===== config.mk =====
export PLATFORM = sky130hd
export DESIGN_NAME = fifo_umbral
export DESIGN_NICKNAME = d
export VERILOG_FILES = /design/src/rtl/fifo_umbral_pkg.sv /design/src/rtl/fifo_umbral_memoria_fifo.sv /design/src/rtl/fifo_umbral.sv
export SDC_FILE = /design/constraint.sdc
export NUM_CORES = 1
export LEC_CHECK = 0
export CAP_MARGIN = 20
export CORE_UTILIZATION = 45
export DETAILED_ROUTE_END_ITERATION = 10
export PLACE_DENSITY = 0.68
export SLEW_MARGIN = 20
export SYNTH_ARGS = -nofsm -noshare
export SYNTH_HDL_FRONTEND = slang
export SYNTH_SLANG_ARGS = --single-unit

===== constraint.sdc =====
create_clock -name clk -period 2.9 [get_ports clk]
set_clock_uncertainty 0.1 [all_clocks]
set_input_delay 0.58 -clock clk [delete_from_list [all_inputs] [get_ports clk]]
set_output_delay 0.58 -clock clk [all_outputs]
set_load 0.01 [all_outputs]

===== src/rtl/fifo_umbral_pkg.sv =====
// Shared constants for the fifo_umbral queue: default widths, depth and
// count-width derivation used by the top and the storage sub-module.
package fifo_umbral_pkg;

   localparam int DATA_WIDTH_DEF   = 6;
   localparam int ADDR_WIDTH_DEF   = 2;
   localparam int UMBRAL_WIDTH_DEF = 5;
   localparam int DEPTH_DEF        = 1 << ADDR_WIDTH_DEF;

   // Number of words addressable with aw address bits.
   function automatic int fifo_depth(input int aw);
      return 1 << aw;
   endfunction

   // Occupancy counter needs one extra bit to represent a completely full FIFO.
   function automatic int count_width(input int aw);
      return aw + 1;
   endfunction

endpackage


===== src/rtl/fifo_umbral_memoria_fifo.sv =====
// memoria_fifo: dual-port register file with synchronous write and a
// registered, asynchronously cleared read port. The read register is the
// FIFO's data_out, so it holds its value when no read is requested.
module memoria_fifo
   import fifo_umbral_pkg::*;
#(
   parameter int DATA_WIDTH = DATA_WIDTH_DEF,
   parameter int ADDR_WIDTH = ADDR_WIDTH_DEF
) (
   input  logic                  clk,
   input  logic                  reset,
   input  logic                  wr_en,
   input  logic [ADDR_WIDTH-1:0] wr_addr,
   input  logic [DATA_WIDTH-1:0] wr_data,
   input  logic                  rd_en,
   input  logic [ADDR_WIDTH-1:0] rd_addr,
   output logic [DATA_WIDTH-1:0] rd_data
);

   localparam int DEPTH = fifo_depth(ADDR_WIDTH);

   logic [DATA_WIDTH-1:0] mem_q [DEPTH];
   logic [DATA_WIDTH-1:0] rd_data_q;
   logic [DATA_WIDTH-1:0] rd_data_d;

   // Storage write; contents are deliberately not cleared by reset.
   always_ff @(posedge clk) begin
      if (wr_en) begin
         mem_q[wr_addr] <= wr_data;
      end
   end

   // Next read-register value: new word on a read, otherwise hold.
   always_comb begin
      rd_data_d = rd_data_q;
      if (rd_en) begin
         rd_data_d = mem_q[rd_addr];
      end else begin
         rd_data_d = rd_data_q;
      end
   end

   // Read register; a same-edge write to rd_addr is seen on the next read only.
   always_ff @(posedge clk or negedge reset) begin
      if (!reset) begin
         rd_data_q <= {DATA_WIDTH{1'b0}};
      end else begin
         rd_data_q <= rd_data_d;
      end
   end

   assign rd_data = rd_data_q;

endmodule


===== src/rtl/fifo_umbral.sv =====
// fifo_umbral: synchronous FIFO for one switch queue with programmable
// almost-full / almost-empty thresholds and a sticky overflow/underflow flag.
// Optional macro FIFO_UMBRAL_ERR_CLR_EN adds an err_clr input that clears
// the sticky error without a full reset.
module fifo_umbral
   import fifo_umbral_pkg::*;
#(
   parameter int DATA_WIDTH   = DATA_WIDTH_DEF,
   parameter int ADDR_WIDTH   = ADDR_WIDTH_DEF,
   parameter int UMBRAL_WIDTH = UMBRAL_WIDTH_DEF
) (
   input  logic                    clk,
   input  logic                    reset,
   input  logic                    push,
   input  logic [DATA_WIDTH-1:0]   data_in,
   input  logic                    pop,
   output logic [DATA_WIDTH-1:0]   data_out,
   output logic                    valid_out,
   input  logic [UMBRAL_WIDTH-1:0] Umbral_alto,
   input  logic [UMBRAL_WIDTH-1:0] Umbral_bajo,
`ifdef FIFO_UMBRAL_ERR_CLR_EN
   input  logic                    err_clr,
`endif
   output logic                    fifo_empty,
   output logic                    fifo_full,
   output logic                    almost_full,
   output logic                    almost_empty,
   output logic                    fifo_error
);

   localparam int DEPTH = fifo_depth(ADDR_WIDTH);
   localparam int CNT_W = count_width(ADDR_WIDTH);

   logic [ADDR_WIDTH-1:0] wr_ptr_q, wr_ptr_d;
   logic [ADDR_WIDTH-1:0] rd_ptr_q, rd_ptr_d;
   logic [CNT_W-1:0]      count_q, count_d;
   logic                  valid_q, valid_d;
   logic                  error_q, error_d;
   logic                  wr_en_s, rd_en_s, err_set_s, err_clr_s;

`ifdef FIFO_UMBRAL_ERR_CLR_EN
   assign err_clr_s = err_clr;
`else
   assign err_clr_s = 1'b0;
`endif

   // Occupancy flags decode straight from the count register.
   assign fifo_empty   = (count_q == CNT_W'(0));
   assign fifo_full    = (count_q == CNT_W'(DEPTH));
   assign almost_full  = (UMBRAL_WIDTH'(count_q) >= Umbral_alto);
   assign almost_empty = (UMBRAL_WIDTH'(count_q) <= Umbral_bajo);

   // Request arbitration, pointer/count update and sticky error next-state.
   always_comb begin
      // A pop on a full FIFO frees a slot, so a simultaneous push is accepted.
      rd_en_s   = pop && !fifo_empty;
      wr_en_s   = push && (!fifo_full || pop);
      err_set_s = (push && !pop && fifo_full) || (pop && fifo_empty);

      wr_ptr_d = wr_en_s ? (wr_ptr_q + ADDR_WIDTH'(1)) : wr_ptr_q;
      rd_ptr_d = rd_en_s ? (rd_ptr_q + ADDR_WIDTH'(1)) : rd_ptr_q;

      case ({wr_en_s, rd_en_s})
         2'b10:   count_d = count_q + CNT_W'(1);
         2'b01:   count_d = count_q - CNT_W'(1);
         default: count_d = count_q;
      endcase

      valid_d = rd_en_s;

      // A new fault on the clear edge wins over the clear.
      if (err_set_s) begin
         error_d = 1'b1;
      end else if (err_clr_s) begin
         error_d = 1'b0;
      end else begin
         error_d = error_q;
      end
   end

   // Control state registers, cleared asynchronously by reset.
   always_ff @(posedge clk or negedge reset) begin
      if (!reset) begin
         wr_ptr_q <= {ADDR_WIDTH{1'b0}};
         rd_ptr_q <= {ADDR_WIDTH{1'b0}};
         count_q  <= {CNT_W{1'b0}};
         valid_q  <= 1'b0;
         error_q  <= 1'b0;
      end else begin
         wr_ptr_q <= wr_ptr_d;
         rd_ptr_q <= rd_ptr_d;
         count_q  <= count_d;
         valid_q  <= valid_d;
         error_q  <= error_d;
      end
   end

   assign valid_out  = valid_q;
   assign fifo_error = error_q;

   memoria_fifo #(
      .DATA_WIDTH (DATA_WIDTH),
      .ADDR_WIDTH (ADDR_WIDTH)
   ) u_mem (
      .clk     (clk),
      .reset   (reset),
      .wr_en   (wr_en_s),
      .wr_addr (wr_ptr_q),
      .wr_data (data_in),
      .rd_en   (rd_en_s),
      .rd_addr (rd_ptr_q),
      .rd_data (data_out)
   );

endmodule


==> key figures <==
Detailed routing
  • Vias/cell: 4.863
  • Avg WL per Cell: 14.68 microns
  • Vias: 997
  • 1st-pass router iterations: 4
  • # DRC: 0
  • Final wirelength: 3009 microns
  • Post-route ant nets: 0
  • 1st-iter DRT viols: 48

Synth
  • Post-Synth Simple-Gate Area: 0.09013
  • Syn Nets: 152
  • Syn Area/Cell: 14.58 sq um
  • Seq cells post-synth: 39
  • Largest family of logic cells by synthesized area: simple AND/OR/NAND/NOR gates
  • Seq/Total Area, Yosys: 0.6266
  • Mux contribution to synthesized area: 0.08584
  • Synthesized area: 1749 sq um
  • Synth Area in Adders: 0.09013
  • Post-synthesis xor/xnor area fraction: 0.03004
  • Synth Area in Compound Gates: 0.03362
  • Cell count after synthesis: 120
  • Synth cell types: 26
  • Ys Warns: 0

Clocking
  • Clock Sinks: 39
  • Root Driver: clkbuf_8
  • H-Tree Depth: 2
  • Max Buffers Root-to-Sink: 2
  • Clock Latency Late Sink: 290 ps
  • Hold_buf cts: 0
  • TritonCTS clock tree: done
  • Total CTS buffers: 5
  • Reg clk slew, reported paths: 70 ps

Placed design
  • # port buffers: 31
  • Post-DP HPWL: 2266 microns
  • GP Congestion: 0.6734
  • Pre-CTS setup slack: -168.7 ps

Worst setup path
  • Worst Setup End Kind: primary output
  • Worst path required time: 2220 ps
  • Startpoint types: input pin
  • Setup CP Type: in -> out
  • Arr. time, crit path: 2090 ps
  • CP Max Fanout: 2

Power
  • VDD IR max: 437.1 uV
  • Pwr Total: 0.001999 W
  • PwrDens: 909.2 nW/um^2
  • Static Leak: 0.9083 nW

Hold path
  • Hold Path Class: reg -> reg

Floorplan
  • Die Y: 64.35 microns
  • Initial Utilization: 0.4742
  • Rows: 22
  • Die width: 64.35 microns
  • I/O pin count: 32
  • Core Footprint: 3689 sq um
  • DIE AREA: 4140 sq um

Timing
  • Worst Tran Pin Value: 690.8 ps
  • Setup violators final: 0
  • Smallest setup slack after layout: 132.4 ps
  • Crit path time final: 2768 ps
  • Hold WS: 377.2 ps
  • Fmax: 361.3 MHz
  • Endpoints failing hold: 0
  • Tcrit/Tclk final: 0.9543
  • Slew Viols, Final: 0
  • Setup TNS: 0 ps
  • Unrepaired setup endpoints after global routing: no
  • Rel. slew slack: 0.5380

GRT
  • Initial antenna violation count: 0
  • Vias in the first global route: 1098
  • Global-route wire length before repair: 5264 microns
  • Total track usage: 0.1778
  • Largest net degree at the start of global routing: 16
  • Grt ovf: 0

Layout
  • Area grow syn2layout: 25.68%
  • Post-layout nets: 188
  • Ratio of cells with drive above 1 in the final layout: 0.1401
  • Util after Layout: 0.5960
  • Antenna diodes: 0

Outcome
  • Status: complete, no violations

Job
  • Max cap viols: 0
## Yosys cell counts
cell	instances	area share
nor3_1	1	0.0029
and2_2	4	0.017
a21o_1	1	0.0043
mux4_2	6	0.077
fa_1	1	0.011
a311oi_1	1	0.0050
nor2_1	2	0.0043
xnor2_1	4	0.020
xor2_1	2	0.010
mux2_4	1	0.0086
o21ai_0	2	0.0057
o21bai_1	1	0.0043
nor3_2	1	0.0057
nand2b_1	2	0.0072
ha_1	11	0.079
a21oi_1	2	0.0057
nand2_4	1	0.0064
nand2_1	20	0.043
o21a_1	2	0.0086
nor2b_1	1	0.0036
buf_6	2	0.013
clkbuf_1	1	0.0021
inv_6	1	0.0050
dfrtp_1	15	0.21
edfxtp_1	24	0.41
inv_1	11	0.024
## state kept, by name, summed over array words and instances, names as in the netlist
name	flops
u_mem.mem_q	24
u_mem.rd_data	6
count_q	3
rd_ptr_q	2
wr_ptr_q	2
fifo_error	1
valid_out	1
## layer usage
metal  up-vias  wire [microns]  global-route usage
met5         -               0                   0
met4         0              53             0.07500
met3         8             121             0.04464
met2        25            1482              0.2947
met1       476            1352              0.2200
li1        488               -                   -
## stage by stage
stage | cell area [sq um] | std cells
final | 2198 | 205
after CTS | 2198 | 205
after detailed placement | 2101 | 197
after floorplan | 1749 | 120
after global routing | 2198 | 205
after global placement | 2101 | 197
## placed cells by master, fill, tap and decap left out
| master | n |
|---|---|
| clkdlybuf4s50_1 | 29 |
| edfxtp_1 | 24 |
| nand2_1 | 20 |
| dfrtp_1 | 15 |
| inv_1 | 11 |
| ha_1 | 11 |
| clkbuf_8 | 7 |
| mux4_2 | 6 |
| and2_2 | 4 |
| xnor2_1 | 4 |
| nand2b_1 | 2 |
| nor2_1 | 2 |
| o21a_1 | 2 |
| a21oi_1 | 2 |
| o21ai_0 | 2 |
| xor2_1 | 2 |
| dlygate4sd2_1 | 2 |
| nor3_2 | 1 |
| inv_6 | 1 |
| a21o_1 | 1 |
| nor3_1 | 1 |
| nor2b_1 | 1 |
| a311oi_1 | 1 |
| mux2_4 | 1 |
| nand2_4 | 1 |
| o21bai_1 | 1 |
| fa_1 | 1 |
| clkbuf_1 | 1 |
| buf_4 | 1 |
## worst max-delay path, stage by stage
cell and delay (ps):
clkdlybuf4s50_1 460, inv_1 40, ha_1 290, nor2b_1 140, o21a_1 170, o21ai_0 130
dlygate4sd2_1 290
## cells by family after synthesis
family / count (synthesis)
simple gates: 32
mux: 7
buf+inv: 15
xor+xnor: 6
flops: 39
compound gates: 9
fa+ha+maj: 12
## repair_timing
item	in CTS	in global routing
buffers inserted	0	0
endpoints found under the hold margin	0	0
resized for setup	2	0
endpoints found under the setup margin	2	0
## cell type report
| type | count | area, sq um |
|---|---|---|
| inverters | 12 | 50.05 |
| well taps | 48 | 60.06 |
| multi-input cells | 66 | 576.8 |
| flip-flops and latches | 39 | 1096 |
| clock buffers | 8 | 100.1 |
| fillers | 308 | 1490 |
| repair buffers | 32 | 315.3 |
## final timing paths
path                                          to             start  slack, ps  depth (start not counted)
max in group asynchronous            wr_ptr_q[1]             reset       1660                          1
worst max-delay path                almost_empty    Umbral_bajo[1]        130                          7
worst min register to register  u_mem.rd_data[1]  u_mem.rd_data[1]        380                          2
min in group asynchronous             fifo_error             reset        600                          1
worst min-delay path            u_mem.rd_data[1]  u_mem.rd_data[1]        380                          2
worst max register to register        count_q[2]        count_q[1]        650                         10
## power breakdown
| group | internal (W) | switching (W) | leakage (nW) |
|---|---|---|---|
| sequential | 0.000762 | 0.000145 | 0.397 |
| combinational | 0.000392 | 0.000307 | 0.460 |
| clock | 0.000217 | 0.000176 | 0.0515 |
Note: power is estimated with default switching activity, not from simulation.
